--- config.mk ---
export PLATFORM = sky130hd
export DESIGN_NAME = fft_demux_1xn
export DESIGN_NICKNAME = d
export VERILOG_FILES = /design/src/rtl/fft_demux_pkg.sv /design/src/rtl/fft_frame_counter.sv /design/src/rtl/fft_demux_1xn.sv
export SDC_FILE = /design/constraint.sdc
export NUM_CORES = 1
export LEC_CHECK = 0
export ABC_CLOCK_PERIOD_IN_PS = 2310
export CAP_MARGIN = 10
export CORE_MARGIN = 4
export CORE_UTILIZATION = 35
export CTS_BUF_LIST = sky130_fd_sc_hd__clkbuf_2 sky130_fd_sc_hd__clkbuf_4 sky130_fd_sc_hd__clkbuf_8
export DETAILED_ROUTE_END_ITERATION = 7
export PLACE_DENSITY_LB_ADDON = 0.05
export SYNTH_ARGS = -nofsm -noshare
export SYNTH_HDL_FRONTEND = slang
export SYNTH_SLANG_ARGS = --single-unit
--- constraint.sdc ---
create_clock -name clk -period 2.31 [get_ports clk]
set_input_delay 0.693 -clock clk [delete_from_list [all_inputs] [get_ports clk]]
set_output_delay 0.693 -clock clk [all_outputs]
set_load 0.05 [all_outputs]
--- src/rtl/fft_demux_pkg.sv ---
// Shared types and helpers for the FFT sample demux and its frame counter.
package fft_demux_pkg;

  typedef enum logic {SEL_MANUAL = 1'b0, SEL_AUTO = 1'b1} sel_mode_e;

  localparam int MAX_OUT       = 64;
  localparam int DEF_NUM_OUT   = 16;
  localparam int DEF_FRAME_LEN = 2048;
  localparam int SEL_W         = $clog2(DEF_NUM_OUT);
  localparam int IDX_W         = $clog2(DEF_FRAME_LEN);

  // Lane-valid encoding; an out-of-range index yields all zeros.
  function automatic logic [MAX_OUT-1:0] onehot(input int unsigned idx, input int unsigned n);
    logic [MAX_OUT-1:0] v;
    v = '0;
    if (idx < n) v = MAX_OUT'(1) << idx;
    return v;
  endfunction

endpackage

--- src/rtl/fft_frame_counter.sv ---
// Sample-in-frame counter with natural power-of-two wrap and boundary flags.
module fft_frame_counter
  import fft_demux_pkg::*;
#(
  parameter  int FRAME_LEN = DEF_FRAME_LEN,
  localparam int CNT_W     = $clog2(FRAME_LEN)
) (
  input  logic             clk,
  input  logic             rst_n,
  input  logic             clr,
  input  logic             inc,
  output logic [CNT_W-1:0] cnt,
  output logic             is_first,
  output logic             is_last
);

  // NOTE: sequential state uses non-blocking assignments so every flop samples pre-edge values.
  always_ff @(posedge clk or negedge rst_n) begin
    if (!rst_n)   cnt <= '0;
    else if (clr) cnt <= '0;
    else if (inc) cnt <= cnt + 1'b1;
  end

  assign is_first = (cnt == '0);
  assign is_last  = (cnt == CNT_W'(FRAME_LEN - 1));

endmodule

--- src/rtl/fft_demux_1xn.sv ---
// 1-to-N FFT sample demux: one output register stage, valid/ready, frame tags, flush.
module fft_demux_1xn
  import fft_demux_pkg::*;
#(
  parameter  int DATA_WIDTH = 8,
  parameter  int NUM_OUT    = DEF_NUM_OUT,
  parameter  int FRAME_LEN  = DEF_FRAME_LEN,
  localparam int LANE_W     = $clog2(NUM_OUT),
  localparam int CNT_W      = $clog2(FRAME_LEN)
) (
  input  logic                  clk,
  input  logic                  rst_n,
  input  logic                  clr,
  input  logic                  mode_auto,
  input  logic [LANE_W-1:0]     data_sel,
  input  logic                  data_i_valid,
  output logic                  data_i_ready,
  input  logic [DATA_WIDTH-1:0] data_i,
  output logic [DATA_WIDTH-1:0] data_o,
  output logic [NUM_OUT-1:0]    data_o_valid,
  input  logic [NUM_OUT-1:0]    data_o_ready,
  output logic                  data_o_last,
  output logic [CNT_W-1:0]      data_o_idx,
  output logic                  frame_done
);

  logic [CNT_W-1:0]  cnt;
  logic              is_first;
  logic              is_last;
  logic              acc;
  logic              xfer;
  sel_mode_e         mode_q;
  sel_mode_e         mode_eff;
  logic [LANE_W-1:0] lane;

  fft_frame_counter #(.FRAME_LEN(FRAME_LEN)) u_cnt (
    .clk      (clk),
    .rst_n    (rst_n),
    .clr      (clr),
    .inc      (xfer),
    .cnt      (cnt),
    .is_first (is_first),
    .is_last  (is_last)
  );

  // Ready is open when the stage is empty or is being emptied this cycle.
  assign acc          = |(data_o_valid & data_o_ready);
  assign data_i_ready = !clr && (!(|data_o_valid) || acc);
  assign xfer         = data_i_valid && data_i_ready;

  // The first sample of a frame already follows the mode being latched with it.
  always_comb begin
    // NOTE: defaults first so no path through this block can infer a latch.
    mode_eff = mode_q;
    lane     = data_sel;
    if (is_first) mode_eff = sel_mode_e'(mode_auto);
    if (mode_eff == SEL_AUTO) lane = cnt[LANE_W-1:0];
  end

  always_ff @(posedge clk or negedge rst_n) begin
    if (!rst_n) begin
      data_o       <= '0;
      data_o_valid <= '0;
      data_o_last  <= 1'b0;
      data_o_idx   <= '0;
      frame_done   <= 1'b0;
      mode_q       <= SEL_MANUAL;
    end else if (clr) begin
      data_o_valid <= '0;
      data_o_last  <= 1'b0;
      frame_done   <= 1'b0;
      mode_q       <= SEL_MANUAL;
    end else begin
      frame_done <= acc && data_o_last;
      if (xfer) begin
        data_o       <= data_i;
        data_o_valid <= NUM_OUT'(onehot(32'(lane), NUM_OUT));
        data_o_idx   <= cnt;
        data_o_last  <= is_last;
        if (is_first) mode_q <= sel_mode_e'(mode_auto);
      end else if (acc) begin
        data_o_valid <= '0;
      end
    end
  end

endmodule

; ---- Word-level counts from Yosys, hierarchy flattened
; Index checks and enable logic that the tools add are counted.
[totals]
register_bits = 49
latch_bits = 0
ramBits = 0
rom_bits = 0
inputBits = 33
wordCells = 36
mem_count = 0
[op_classes]
n_addsub = 1
n_mul = 0
div = 0
order_cmp = 0
n_eq_ne = 1
shift = 1
muxes = 12
n_bitwise = 2
n_reduce_logical = 12
[op_table]
columns = cell, n
row1 = 16-bit 2-to-1 mux, 3
row2 = 16-bit OR reduction, 2
row3 = 11-bit 2-to-1 mux, 2
row4 = 16-bit bitwise AND, 1
row5 = "1-bit by 4-bit left shift with 16-bit output, first input constant", 1
row6 = "11-bit by 1-bit adder with 11-bit output, second input constant", 1
row7 = "11-bit == test, second input constant", 1
row8 = 11-bit logical NOT, 1
row9 = 1-bit 2-to-1 mux, 6
row10 = 4-bit 2-to-1 mux, 1
row11 = 1-bit logical AND, 3
row12 = 3-bit nonzero test, 1
row13 = 1-bit logical NOT, 2
row14 = 2-bit AND reduction, 1
row15 = 2-bit nonzero test, 1
row16 = 1-bit logical OR, 1
row17 = 1-bit NOT, 1

; ---- Logic depth before layout (Yosys ltp)
; Gate-level depths: netlist of run 1.
[logic_depth]
word_depth = 7
depth_mapped = 9

; ---- By module
; A second synthesis of run 1 with hierarchy kept.
[unflattened]
hier_cells = 210
area_unflattened_um2 = 2356.0
[by_module_without_submodules]
columns = module, n_inst, cells_each, area_per_inst_um2
row1 = fft_demux_1xn, 1, 149, 1756.7
row2 = fft_frame_counter, 1, 61, 599.3

; ---- Worst setup path before layout of run 1
; Ideal clock, no wire load.
[synth_timing]
path_type = reg2out
startpoint = register data_o_valid[6]
endpoint = output port data_i_ready
arrival_ps = 2233
path_slack_ps = -616
stages_incl_launch_ff = 7
n_path_buf = 2
path_cell_list = dfrtp_1 -> a22o_1 -> a221oi_1 -> and4_1 -> buf_2 -> buf_2 -> a21oi_1
[synth_via]
elab_chain_len = 4
elab_cells_between_ends = 6
classes_between = bitwise (1) / reduce/logical (5)
[synth_lines]
columns = element, line_no
row1 = from (decl), fft_demux_1xn.sv:20  ; output logic [NUM_OUT-1:0] data_o_valid,
row2 = from (signal assigned), fft_demux_1xn.sv:77  ; data_o_valid <= NUM_OUT'(onehot(32'(lane), NUM_OUT));
row3 = 16-bit bitwise AND or 16-bit OR reduction (tied branches), "fft_demux_1xn.sv:47, fft_demux_1xn.sv:48"
row4 = 16-bit OR reduction or 1-bit logical NOT (tied branches), "fft_demux_1xn.sv:47, fft_demux_1xn.sv:48"
row5 = 1-bit logical OR (*), fft_demux_1xn.sv:48  ; assign data_i_ready = !clr && (!(|data_o_valid) || acc);
row6 = 1-bit logical AND (*), fft_demux_1xn.sv:48
row7 = to (decl), fft_demux_1xn.sv:17  ; output logic data_i_ready,
; Mark *: on every way between the ends. The rest lies on a longest branch, timed or not.

; ---- Worst setup path after layout of run 1
[layout_timing]
startpoint = input port data_o_ready[2]
endpoint = output port data_i_ready
[layout_via]
elab_chain_len = 4
[layout_lines]
columns = element, line_no
row1 = from (decl), fft_demux_1xn.sv:21  ; input logic [NUM_OUT-1:0] data_o_ready,
row2 = 16-bit bitwise AND, fft_demux_1xn.sv:47  ; assign acc = |(data_o_valid & data_o_ready);
row3 = 16-bit OR reduction, fft_demux_1xn.sv:47
row4 = 1-bit logical OR, fft_demux_1xn.sv:48
row5 = 1-bit logical AND, fft_demux_1xn.sv:48
; Every way passes these cells.

==> summary.txt, run 1 <==
Status
  – Status: finished, violations left
  – Failing checks: negative setup slack

Die
  – Die ar.: ~0.009 mm2
  – Die Wd: 94.4 um
  – Core footprint: approximately 0.0073 mm2
  – Initial core utilization: 36.0%
  – Cell Rows: 31
  – Die Y: about 94 um
  – I/O pin total: slightly above 70

Synthesis
  – Cell count after synthesis: approximately 250
  – Syn nets: roughly 280
  – Yosys top cell by area: dfrtp_1
  – Post-synth EDFFs: 0
  – Largest cells by area after synthesis: dfrtp_1 47%, mux2_2 6.5%, a22o_1 6.4%
  – Sequential fraction of the synthesis area: 46.9%
  – Avg Cell Area, Syn: 10.6 um2
  – Syn Std Cell Area: 0.00261 mm2
  – Main flop type after synthesis: dfrtp_1
  – YS warnings: 0
  – Seq cells post-synth: slightly below 50
  – Post-synth top area share: a little under half
  – Distinct cells, synth: 36
  – Ys async rst share: 100%

Power and ir drop
  – Static leakage: ~0.0017 uW
  – Max rail drop VDD: a little over 0.4 mV
  – Power per cell area: 980 mW/mm2
  – Overall Power: approximately 3800 uW

Global route
  – Antenna violations before repair: 0
  – Total track usage: ~17%
  – Global-route wire length before repair: about 11 mm
  – Largest net degree at the start of global routing: 31
  – Grt ovf: 0
  – Vias in the first global route: approximately 2200

Setup path
  – CP Launch Point: data_o_ready[2]
  – WP depth: 6
  – Delay-heaviest family, CP: compound AO/OA/AOI/OAI gates
  – Critical Path RT: between 1.5 and 2 ns
  – CP arrival: about 1.8 ns
  – Crit-path most repeated cell: buf_6
  – WS Path Type: input pin to output port
  – Crit Reg-Reg Startpoint: data_o_valid[14]$_DFFE_PN0P_
  – Slowest-stage cell, CP: and4_4
  – Crit path buffers/inverters: 2
  – CP peak stage delay: about 0.32 ns
  – Crit. End Element: output port
  – Cell depth of the worst flop-to-flop path: 8
  – Worst path cell trace: buf_6, a22o_1, a221oi_2, and4_4, a21oi_4, buf_6
  – CP startpoint kind: input pin
  – Worst-path fanout max: 2

Routing
  – Vias after detailed routing: about 2300
  – DRC viols: 0
  – Total wire length: 7.33 mm
  – Drt pass-1 iters: 4
  – DR iter-0 viols: 176
  – Routed WL per cell: 16.6 um
  – Post-route ant nets: 0
  – Vias per Instance: 5.19

STA
  – Slew headroom: approximately 67%
  – Worst Tran Pin Value: ~0.50 ns
  – RSZ-0062 raised after global routing: true
  – Final setup violation count: 1
  – Final TNS setup: -0.131 ns
  – Setup Skew: between 0.008 and 0.009 ns
  – Fmax: around 410 MHz
  – Tmin final: roughly 2.4 ns
  – Setup slack after layout: -0.131 ns
  – Final Hold Viols: 0
  – Final Cycle Share: 106%
  – Slew Viols, Final: 0

Finish
  – ANT cells: 0
  – Final core occ: 53.1%
  – Synth-to-Final Area Change: 47.3%
  – Final nets: around 380
  – Non-filler instance count after layout: 442
  – Layout cells sized above 1: between 20% and 30%

Placement
  – Port Buffers: 70
  – Hpwl dp: around 5.2 mm
  – Routability cong.: 0.830
  – Placed Cells: ~420
  – DP Worst Slack: -0.692 ns

Clocking
  – CTS root buffer: clkbuf_8
  – CTS H-Tree Depth: 2
  – Clk sinks: 49
  – Reg clk slew, reported paths: around 0.090 ns
  – Worst skew pair latency: roughly 0.30 ns
  – Cts bufs inserted: 5
  – CTS tree: yes
  – Clock buffer depth: 2

Flow run
  – Max-Cap Viols: 0

Hold path
  – Worst min path class: input pin to async pin
==> sequential cells by signal (all words and copies together) (netlist names) <==
register	count
frame_done	1
u_cnt.cnt	11
data_o_idx	11
data_o_last	1
data_o_valid	16
data_o	8
mode_q	1
==> cell usage in the layout (no fill, tap or decap), types with 3 or more instances in the layout <==
master | netlist | routed
mux2_1 | 14 | 14
nor2_1 | 16 | 16
buf_6 | 2 | 4
mux2_2 | 15 | 15
dfrtp_2 | 0 | 16
buf_12 | 0 | 4
o22ai_1 | 10 | 10
nor4_2 | 0 | 3
nand4_1 | 6 | 6
inv_1 | 3 | 3
nand2b_1 | 8 | 8
nand3_1 | 17 | 17
a221oi_2 | 0 | 4
nand2_1 | 15 | 15
clkdlybuf4s50_1 | 0 | 45
buf_4 | 1 | 32
dlygate4sd2_1 | 0 | 7
clkbuf_8 | 0 | 6
mux2i_1 | 7 | 7
nor2b_1 | 13 | 13
a22o_1 | 19 | 19
a21oi_1 | 10 | 9
buf_2 | 4 | 8
dfrtp_1 | 49 | 33
==> timing repair <==
item | CTS | global route
buffers inserted | 3 | 7
resized for setup | 44 | 4
endpoints found under the setup margin | 47 | 17
pin swaps | 11 | 6
hold buffers | 0 | 0
gates cloned | 0 | 2
==> cells in the mapped netlist (3+ instances only) <==
| library cell | n |
|---|---|
| mux2i_1 | 7 |
| mux2_2 | 15 |
| dfrtp_1 | 49 |
| nand2_1 | 15 |
| nor2_1 | 16 |
| nor4_1 | 5 |
| a221oi_1 | 4 |
| a22o_1 | 19 |
| o22ai_1 | 10 |
| a21oi_1 | 10 |
| mux2_1 | 14 |
| buf_2 | 4 |
| nand2b_1 | 8 |
| clkbuf_1 | 7 |
| inv_1 | 3 |
| nand3_1 | 17 |
| nor2b_1 | 13 |
| nand4_1 | 6 |
==> layer usage <==
metal	GRT usage, %	up-vias	share of wire (%)
li1	-	1112	-
met1	25.0	1118	49
met2	25.1	58	45
met3	3.19	7	5.3
met4	3.25	0	0.81
met5	0	-	0
==> cell families (layout without fill, tap and decap cells) <==
family          Yosys count  in the layout  synth area share, %
fa+ha+maj                 2              2                0.957
buf+inv                  17            114                 3.35
flops                    49             49                 46.9
simple gates             89             89                 18.2
mux                      36             36                 15.2
compound gates           53             53                 15.4
==> final timing paths <==
path	endpoint	slack, ns
max reg2reg	data_o_idx[5]$_DFFE_PN0P_	0.06
max in group asynchronous	data_o_valid[3]$_DFFE_PN0P_	1.44
min in group clk	data_o[1]$_DFFE_PN0P_	0.49
max	data_i_ready	-0.13
min	frame_done$_DFF_PN0_	0.34
min reg2reg	data_o[1]$_DFFE_PN0P_	0.49
==> area by class of cell <==
cell class,instances,area (um2)
well taps,99,124
multi-input cells,180,1370
clock buffers,7,90.1
clock inverters,1,30.0
inverters,3,11.3
fillers,689,3400
repair buffers,103,977
flip-flops and latches,49,1250
==> through the flow <==
stage                     cell area (um2)  hold slack (ns)
final                                3850            0.337
after global routing                 3850            0.361
after CTS                            3730            0.352
after detailed placement             3580            0.475
after global placement               3580            0.466
after floorplan                      2660            0.397
==> where the power goes <==
part / switching [uW] / total [uW] / leakage (uW) / internal (uW)
clock: 284 / 650 / 0.0000619 / 365
combinational: 1150 / 2040 / 0.000968 / 884
sequential: 96.6 / 1090 / 0.000637 / 989
Note: power is estimated with default switching activity, not from simulation.
==> inputs of run 2 (changes only) <==
--- a/config.mk
+++ b/config.mk
@@ -7,7 +7,7 @@
 export LEC_CHECK = 0
 export ABC_CLOCK_PERIOD_IN_PS = 2310
 export CAP_MARGIN = 10
-export CORE_MARGIN = 4
+export CORE_MARGIN = 5
 export CORE_UTILIZATION = 35
 export CTS_BUF_LIST = sky130_fd_sc_hd__clkbuf_2 sky130_fd_sc_hd__clkbuf_4 sky130_fd_sc_hd__clkbuf_8
 export DETAILED_ROUTE_END_ITERATION = 7
==> constraint.sdc (replaced) <==
create_clock -name clk -period 2.31 [get_ports clk]
set_input_delay 0.462 -clock clk [delete_from_list [all_inputs] [get_ports clk]]
set_output_delay 0.462 -clock clk [all_outputs]
set_load 0.05 [all_outputs]
==> run 2 against run 1 <==
Effect of this change: the flow now finishes without violations; highest routed layer unchanged; clock skew down 0.0040 ns; cell count is 1.1% lower; clock power is 21% lower; critical path type is now flip-flop to output port.
==> summary.txt, run 2 (synthesis gave the netlist of run 1 again) <==
Die
  – Die Wd: 96.4 um (+2.1%)
  – Initial core utilization: 36.0% (unchanged)
  – Core footprint: 0.00725 mm2 (unchanged)
  – Cell Rows: 31 (unchanged)
  – Die ar.: 0.00930 mm2 (+4.3%)
  – I/O pin total: 71 (unchanged)
  – Die Y: 96.4 um (+2.1%)

Power and ir drop
  – Static leakage: 0.00163 uW (-1.9%)
  – Overall Power: 3560 uW (-5.7%)
  – Max rail drop VDD: 0.458 mV (+14%)
  – Power per cell area: 934 mW/mm2 (-4.7%)

STA
  – Final Cycle Share: 96.1% (-9.5 points)
  – Final setup violation count: 0 (-1)
  – Worst Tran Pin Value: 0.562 ns (+0.0663 ns)
  – Final Hold Viols: 0 (unchanged)
  – Fmax: 450 MHz (+9.9%)
  – Tmin final: 2.22 ns (-0.220 ns)
  – Slew Viols, Final: 0 (unchanged)
  – Slew headroom: 62.2% (-4.5 points)
  – Setup Skew: 0.00438 ns (-0.00400 ns)
  – Final TNS setup: 0 ns (+0.131 ns)

Global route
  – Vias in the first global route: 2261 (+3.2%)
  – Total track usage: 16.8% (+0.15 points)
  – Antenna violations before repair: 0 (unchanged)
  – Grt ovf: 0 (unchanged)
  – Global-route wire length before repair: 12.0 mm (+4.7%)
  – Largest net degree at the start of global routing: 50 (+61%)

Status
  – Status: completed

Finish
  – Most frequent cells in the layout: 64 x clkdlybuf4s50_1, 48 x dfrtp_1, 20 x buf_4
  – Synth-to-Final Area Change: 45.8%
  – Multi-input logic area: 0.00137 mm2 (unchanged)
  – Biggest regs: data_o_valid x16, data_o_idx x11, u_cnt.cnt x11
  – Non-filler instance count after layout: 437 (-1.1%)
  – Final nets: 372 (-1.3%)
  – Final Cell Area: 0.00381 mm2 (-1.1%)
  – Filler Cells Inserted: 695 (+0.87%)
  – Commonest non-fill, non-tap cell in the layout: clkdlybuf4s50_1
  – Top reg by flops: data_o_valid
  – Flip-flop count of the largest register after layout: 16 (unchanged)
  – Final core occ: 52.5% (-0.57 points)
  – ANT cells: 0 (unchanged)
  – Layout cells sized above 1: 19.5% (-9.9 points)
  – Reg area: 0.00123 mm2 (-1.5%)

Setup path
  – Critical Path RT: 1.85 ns (+0.23 ns)
  – Crit Reg-Reg Startpoint: data_o_valid[9]$_DFFE_PN0P_
  – WS Path Type: flip-flop to output port
  – Crit. End Element: output port
  – Worst-path fanout max: 14 (+12)
  – CP startpoint kind: flip-flop
  – CP Launch Point: data_o_valid[9]$_DFFE_PN0P_
  – CP arrival: 1.76 ns (about the same)

Clocking
  – Reg clk slew, reported paths: 0.09 ns (about the same)
  – Worst skew pair latency: 0.30 ns (about the same)
  – Cts bufs inserted: 5 (unchanged)
  – Clk sinks: 49 (unchanged)
  – CTS tree: yes
  – CTS H-Tree Depth: 2 (unchanged)
  – CTS root buffer: clkbuf_8
  – Hold Buf Count CTS: 0 (unchanged)
  – Clock buffer depth: 2 (unchanged)

Routing
  – Vias after detailed routing: 2277 (-0.78%)
  – Wire length on met3: 458 um (+17%)
  – Total wire length: 7.42 mm (+1.2%)
  – DRC viols: 0 (unchanged)
  – Routed WL per cell: 17.0 um (+2.4%)
  – Routed length on met2: 3.30 mm (-0.27%)
  – Drt pass-1 iters: 4 (unchanged)
  – DR iter-0 viols: 109 (-38%)
  – Routed metal-1 wirelength: 3.61 mm (+1.1%)
  – Post-route ant nets: 0 (unchanged)
  – DR top layer: met4
  – Vias per Instance: 5.21 (+0.35%)

Placement
  – Area of placed instances: 0.00359 mm2 (about the same)
  – Routability cong.: 0.840 (+1.2%)
  – Port Buffers: 70 (unchanged)
  – Placed Cells: 422 (-0.24%)
  – Hpwl dp: 5.33 mm (+2.4%)

Hold path
  – Worst min path class: input pin to async pin

Flow run
  – Max-Cap Viols: 0 (unchanged)
[run 2: changes by cell type in the layout (fill, tap and decap cells not counted), moves of 2 or more]
cell             delta
clkdlybuf4s50_1    +19
buf_2               -7
dfrtp_2            -15
dlygate4sd2_1       -4
dfrtp_1            +15
clkinv_2            +2
buf_4              -12
[run 2: cell type report]
type	instances	area share (%)
multi-input cells	180	36.0
flip-flops and latches	49	32.2
repair buffers	98	25.9
well taps	99	3.25
clock buffers	5	1.81
clock inverters	3	0.460
inverters	3	0.296
[run 2: path summary, 6_finish.rpt]
kind	slack, ns	depth (start not counted)	endpoint
min reg2reg	0.49	1	data_o[4]$_DFFE_PN0P_
min in group clk	0.49	1	data_o[4]$_DFFE_PN0P_
max reg2reg	0.10	8	data_o[3]$_DFFE_PN0P_
min	0.13	2	data_o_valid[9]$_DFFE_PN0P_
max in group asynchronous	1.94	2	data_o_valid[2]$_DFFE_PN0P_
max	0.09	5	data_i_ready
[run 2: report_power, final]
part	internal (uW)	switching [uW]	total [uW]
registers	985	86.4	1070
logic	856	1120	1970
clock network	210	302	512
[run 2: timing repair]
action | 4_1_cts | 5_1_grt
gates resized for setup | 10 | 10
setup buffers | 2 | 5
setup endpoints to repair | 1 | 17
cloned | 0 | 1
pin swaps | 6 | 5
[run 2: layer usage]
metal  vias to the layer above  track usage (%)
met4                         0             3.27
met5                         -                0
met3                         4             3.80
li1                       1100                -
met2                        62             24.7
met1                      1111             25.3
[run 2: per-stage QoR]
stage	setup slack, ns	hold WS (ns)
global route	-0.00304	0.150
finish	0.0893	0.134
detailed placement	-0.214	0.474
CTS	0.00502	0.145
floorplan	0.0134	0.166
global placement	-0.203	0.466
[run 2: critical path: stages, from the launching register on]
cell	delay, ns
dfrtp_1	0.44
nor4_2	0.30
nand4_1	0.19
buf_6	0.20
a21oi_4	0.17
buf_8	0.16
==> inputs of run 3 (changes only) <==
--- a/config.mk
+++ b/config.mk
@@ -5,8 +5,7 @@
 export SDC_FILE = /design/constraint.sdc
 export NUM_CORES = 1
 export LEC_CHECK = 0
-export ABC_CLOCK_PERIOD_IN_PS = 2310
-export CAP_MARGIN = 10
+export ABC_CLOCK_PERIOD_IN_PS = 2000
 export CORE_MARGIN = 5
 export CORE_UTILIZATION = 35
 export CTS_BUF_LIST = sky130_fd_sc_hd__clkbuf_2 sky130_fd_sc_hd__clkbuf_4 sky130_fd_sc_hd__clkbuf_8
==> constraint.sdc (replaced) <==
create_clock -name clk -period 2 [get_ports clk]
set_input_delay 0.4 -clock clk [delete_from_list [all_inputs] [get_ports clk]]
set_output_delay 0.4 -clock clk [all_outputs]
set_load 0.05 [all_outputs]
==> run 3 against run 2 <==
Effect of this change: the run now ends with negative setup slack left; worst setup slack worse by 0.31 ns; global-route usage shrank 0.41 points; hold slack worse by 0.11 ns; count of clock-buffer cells in the layout did not move; via count rose by 3.4%; sequential share of layout area down 1.5 points; cell count is 4.6% higher; register-to-register slack worse by 0.29 ns; die area stayed put; total power grew 27%; first-iteration DRC count is 45% lower.
==> summary.txt, run 3 (synthesis gave the netlist of run 1 again) <==
Setup path
  – Cell depth of the worst flop-to-flop path: 10 (+2)
  – Worst-path fanout max: 2 (-12)
  – Delay-heaviest family, CP: flip-flops
  – CP arrival: 1.82 ns (+0.06 ns)
  – Crit-path most repeated cell: buf_6
  – RR Endpoint: data_o_valid[14]$_DFFE_PN0P_
  – CP peak stage delay: 0.44 ns (about the same)
  – CP startpoint kind: flip-flop
  – R2R setup slack: -0.19 ns (-0.29 ns)
  – Crit. End Element: output port
  – Crit Reg-Reg Startpoint: data_o_valid[10]$_DFFE_PN0P_
  – Worst path cell trace: buf_6, a22o_1, a221oi_2, and4_4, buf_12, a21oi_4, buf_6
  – Critical Path RT: 1.60 ns (-0.25 ns)
  – Slowest-stage cell, CP: dfrtp_2
  – CP Launch Point: data_o_valid[10]$_DFFE_PN0P_
  – Critical Path Sink: data_i_ready
  – WP depth: 7 (+2)
  – WS Path Type: flip-flop to output port
  – Crit path buffers/inverters: 3 (+1)

Routing
  – Total wire length: 7.51 mm (+1.3%)
  – Routed WL per cell: 16.4 um (-3.1%)
  – Vias per Instance: 5.15 (-1.1%)
  – Vias after detailed routing: 2355 (+3.4%)
  – Drt pass-1 iters: 4 (unchanged)
  – DR iter-0 viols: 60 (-45%)
  – Post-route ant nets: 0 (unchanged)
  – DRC viols: 0 (unchanged)

Placement
  – Port Buffers: 70 (unchanged)
  – Hpwl dp: 5.63 mm (+5.7%)
  – Area of placed instances: 0.00371 mm2 (+3.5%)
  – Routability cong.: 0.870 (+3.6%)
  – DP Worst Slack: -0.432 ns (-0.217 ns)

Global route
  – Grt ovf: 0 (unchanged)
  – Antenna violations before repair: 0 (unchanged)
  – Global-route wire length before repair: 11.6 mm (-3.4%)
  – Largest net degree at the start of global routing: 34 (-32%)
  – Total track usage: 16.4% (-0.41 points)
  – Vias in the first global route: 2303 (+1.9%)

STA
  – RSZ-0062 raised after global routing: true
  – Setup Skew: 0.00650 ns (+0.00212 ns)
  – Slew headroom: 65.4% (+3.2 points)
  – Setup slack after layout: -0.216 ns (-0.305 ns)
  – Final setup violation count: 36 (+36)
  – Fmax: roughly 450 MHz
  – Worst Tran Pin Value: 0.518 ns (-0.0444 ns)
  – Final Hold Viols: 0 (unchanged)
  – Tmin final: approximately 2.2 ns
  – Final Cycle Share: 111%
  – Slew Viols, Final: 0 (unchanged)

Die
  – Initial core utilization: 36.0% (unchanged)
  – Cell Rows: 31 (unchanged)
  – Die ar.: 0.00930 mm2 (unchanged)
  – I/O pin total: 71 (unchanged)
  – Die Y: 96.4 um (unchanged)
  – Core footprint: 0.00725 mm2 (unchanged)
  – Die Wd: 96.4 um (unchanged)

Status
  – Failing checks: negative setup slack
  – Status: finished, violations left

Finish
  – Synth-to-Final Area Change: 55.4%
  – Layout cells sized above 1: 35.8% (+16 points)
  – Commonest non-fill, non-tap cell in the layout: buf_4
  – Top reg by flops: data_o_valid
  – Biggest regs: data_o_valid x16, data_o_idx x11, u_cnt.cnt x11
  – Final Cell Area: 0.00406 mm2 (+6.6%)
  – Final core occ: 56.0% (+3.5 points)
  – Most frequent cells in the layout: 54 x buf_4, 45 x clkdlybuf4s50_1, 33 x dfrtp_1
  – ANT cells: 0 (unchanged)
  – Flip-flop count of the largest register after layout: 16 (unchanged)
  – Final nets: 392 (+5.4%)

Flow run
  – Max-Cap Viols: 0 (unchanged)

Hold path
  – Worst min path class: input pin to async pin

Clocking
  – Clock buffer depth: 2 (unchanged)
  – Worst skew pair latency: 0.31 ns (about the same)
  – CTS tree: yes
  – CTS H-Tree Depth: 2 (unchanged)
  – CTS root buffer: clkbuf_8
  – Cts bufs inserted: 5 (unchanged)
  – Reg clk slew, reported paths: 0.09 ns (about the same)
  – Hold Buf Count CTS: 0 (unchanged)
  – Clk sinks: 49 (unchanged)

Power and ir drop
  – Power per cell area: 1110 mW/mm2 (+19%)
  – Overall Power: 4510 uW (+27%)
  – Static leakage: 0.00182 uW (+12%)
  – Max rail drop VDD: 0.593 mV (+29%)
==> run 3: changes by cell type in the layout (fill, tap and decap cells not counted), moves of 3 or more <==
cell,previous run,this run
mux2_1,14,9
buf_4,20,54
mux2_4,0,10
dfrtp_1,48,33
buf_6,3,6
dfrtp_2,1,16
mux2_2,15,10
clkdlybuf4s50_1,64,45
==> run 3: worst min-delay path by stage <==
| stage | start | to | slack (ns) | cells after the start |
|---|---|---|---|---|
| finish | rst_n | data_o_valid[6]$_DFFE_PN0P_ | 0.02 | 1 |
| global route | rst_n | data_o_valid[7]$_DFFE_PN0P_ | 0.05 | 1 |
| CTS | rst_n | data_o_valid[7]$_DFFE_PN0P_ | 0.04 | 1 |
| detailed placement | rst_n | data_o_valid[7]$_DFFE_PN0P_ | 0.37 | 1 |
| global placement | rst_n | data_o_valid[7]$_DFFE_PN0P_ | 0.37 | 1 |
| floorplan | rst_n | data_o[0]$_DFFE_PN0P_ | 0.10 | 0 |
==> run 3: area by class of cell <==
| cell class | instances | area, um2 |
|---|---|---|
| multi-input cells | 180 | 1450 |
| fillers | 665 | 3190 |
| well taps | 99 | 124 |
| flip-flops and latches | 49 | 1250 |
| inverters | 3 | 11.3 |
| clock buffers | 5 | 68.8 |
| repair buffers | 118 | 1110 |
| clock inverters | 3 | 46.3 |
==> run 3: layer usage <==
layer	track usage (%)	wire length (um)	up-vias
met5	0	0	-
met4	4.91	113	0
met3	3.41	467	9
met2	27.5	3640	58
met1	21.2	3290	1150
li1	-	-	1138
==> run 3: per-stage QoR <==
step,hold WS [ns],TNS (ns),std cells
floorplan,0.104,-2.51,246
global placement,0.372,-17.70,440
detailed placement,0.372,-16.57,440
CTS,0.0387,-5.93,455
global route,0.0470,-7.39,457
finish,0.0210,-4.70,457
==> run 3: report_power, final <==
part | leakage (uW) | internal (uW) | switching [uW]
sequential | 0.000637 | 1140 | 105
clock | 0.0000543 | 375 | 348
combinational | 0.00113 | 1160 | 1380
total | 0.00182 | 2680 | 1830
==> run 3: timing repair <==
action / in CTS / in global routing
setup buffers: 7 / 2
endpoints found under the setup margin: 43 / 48
pin swaps: 6 / 5
gates cloned: 0 / 2
resized for setup: 15 / 20
endpoints found under the hold margin: 0 / 0
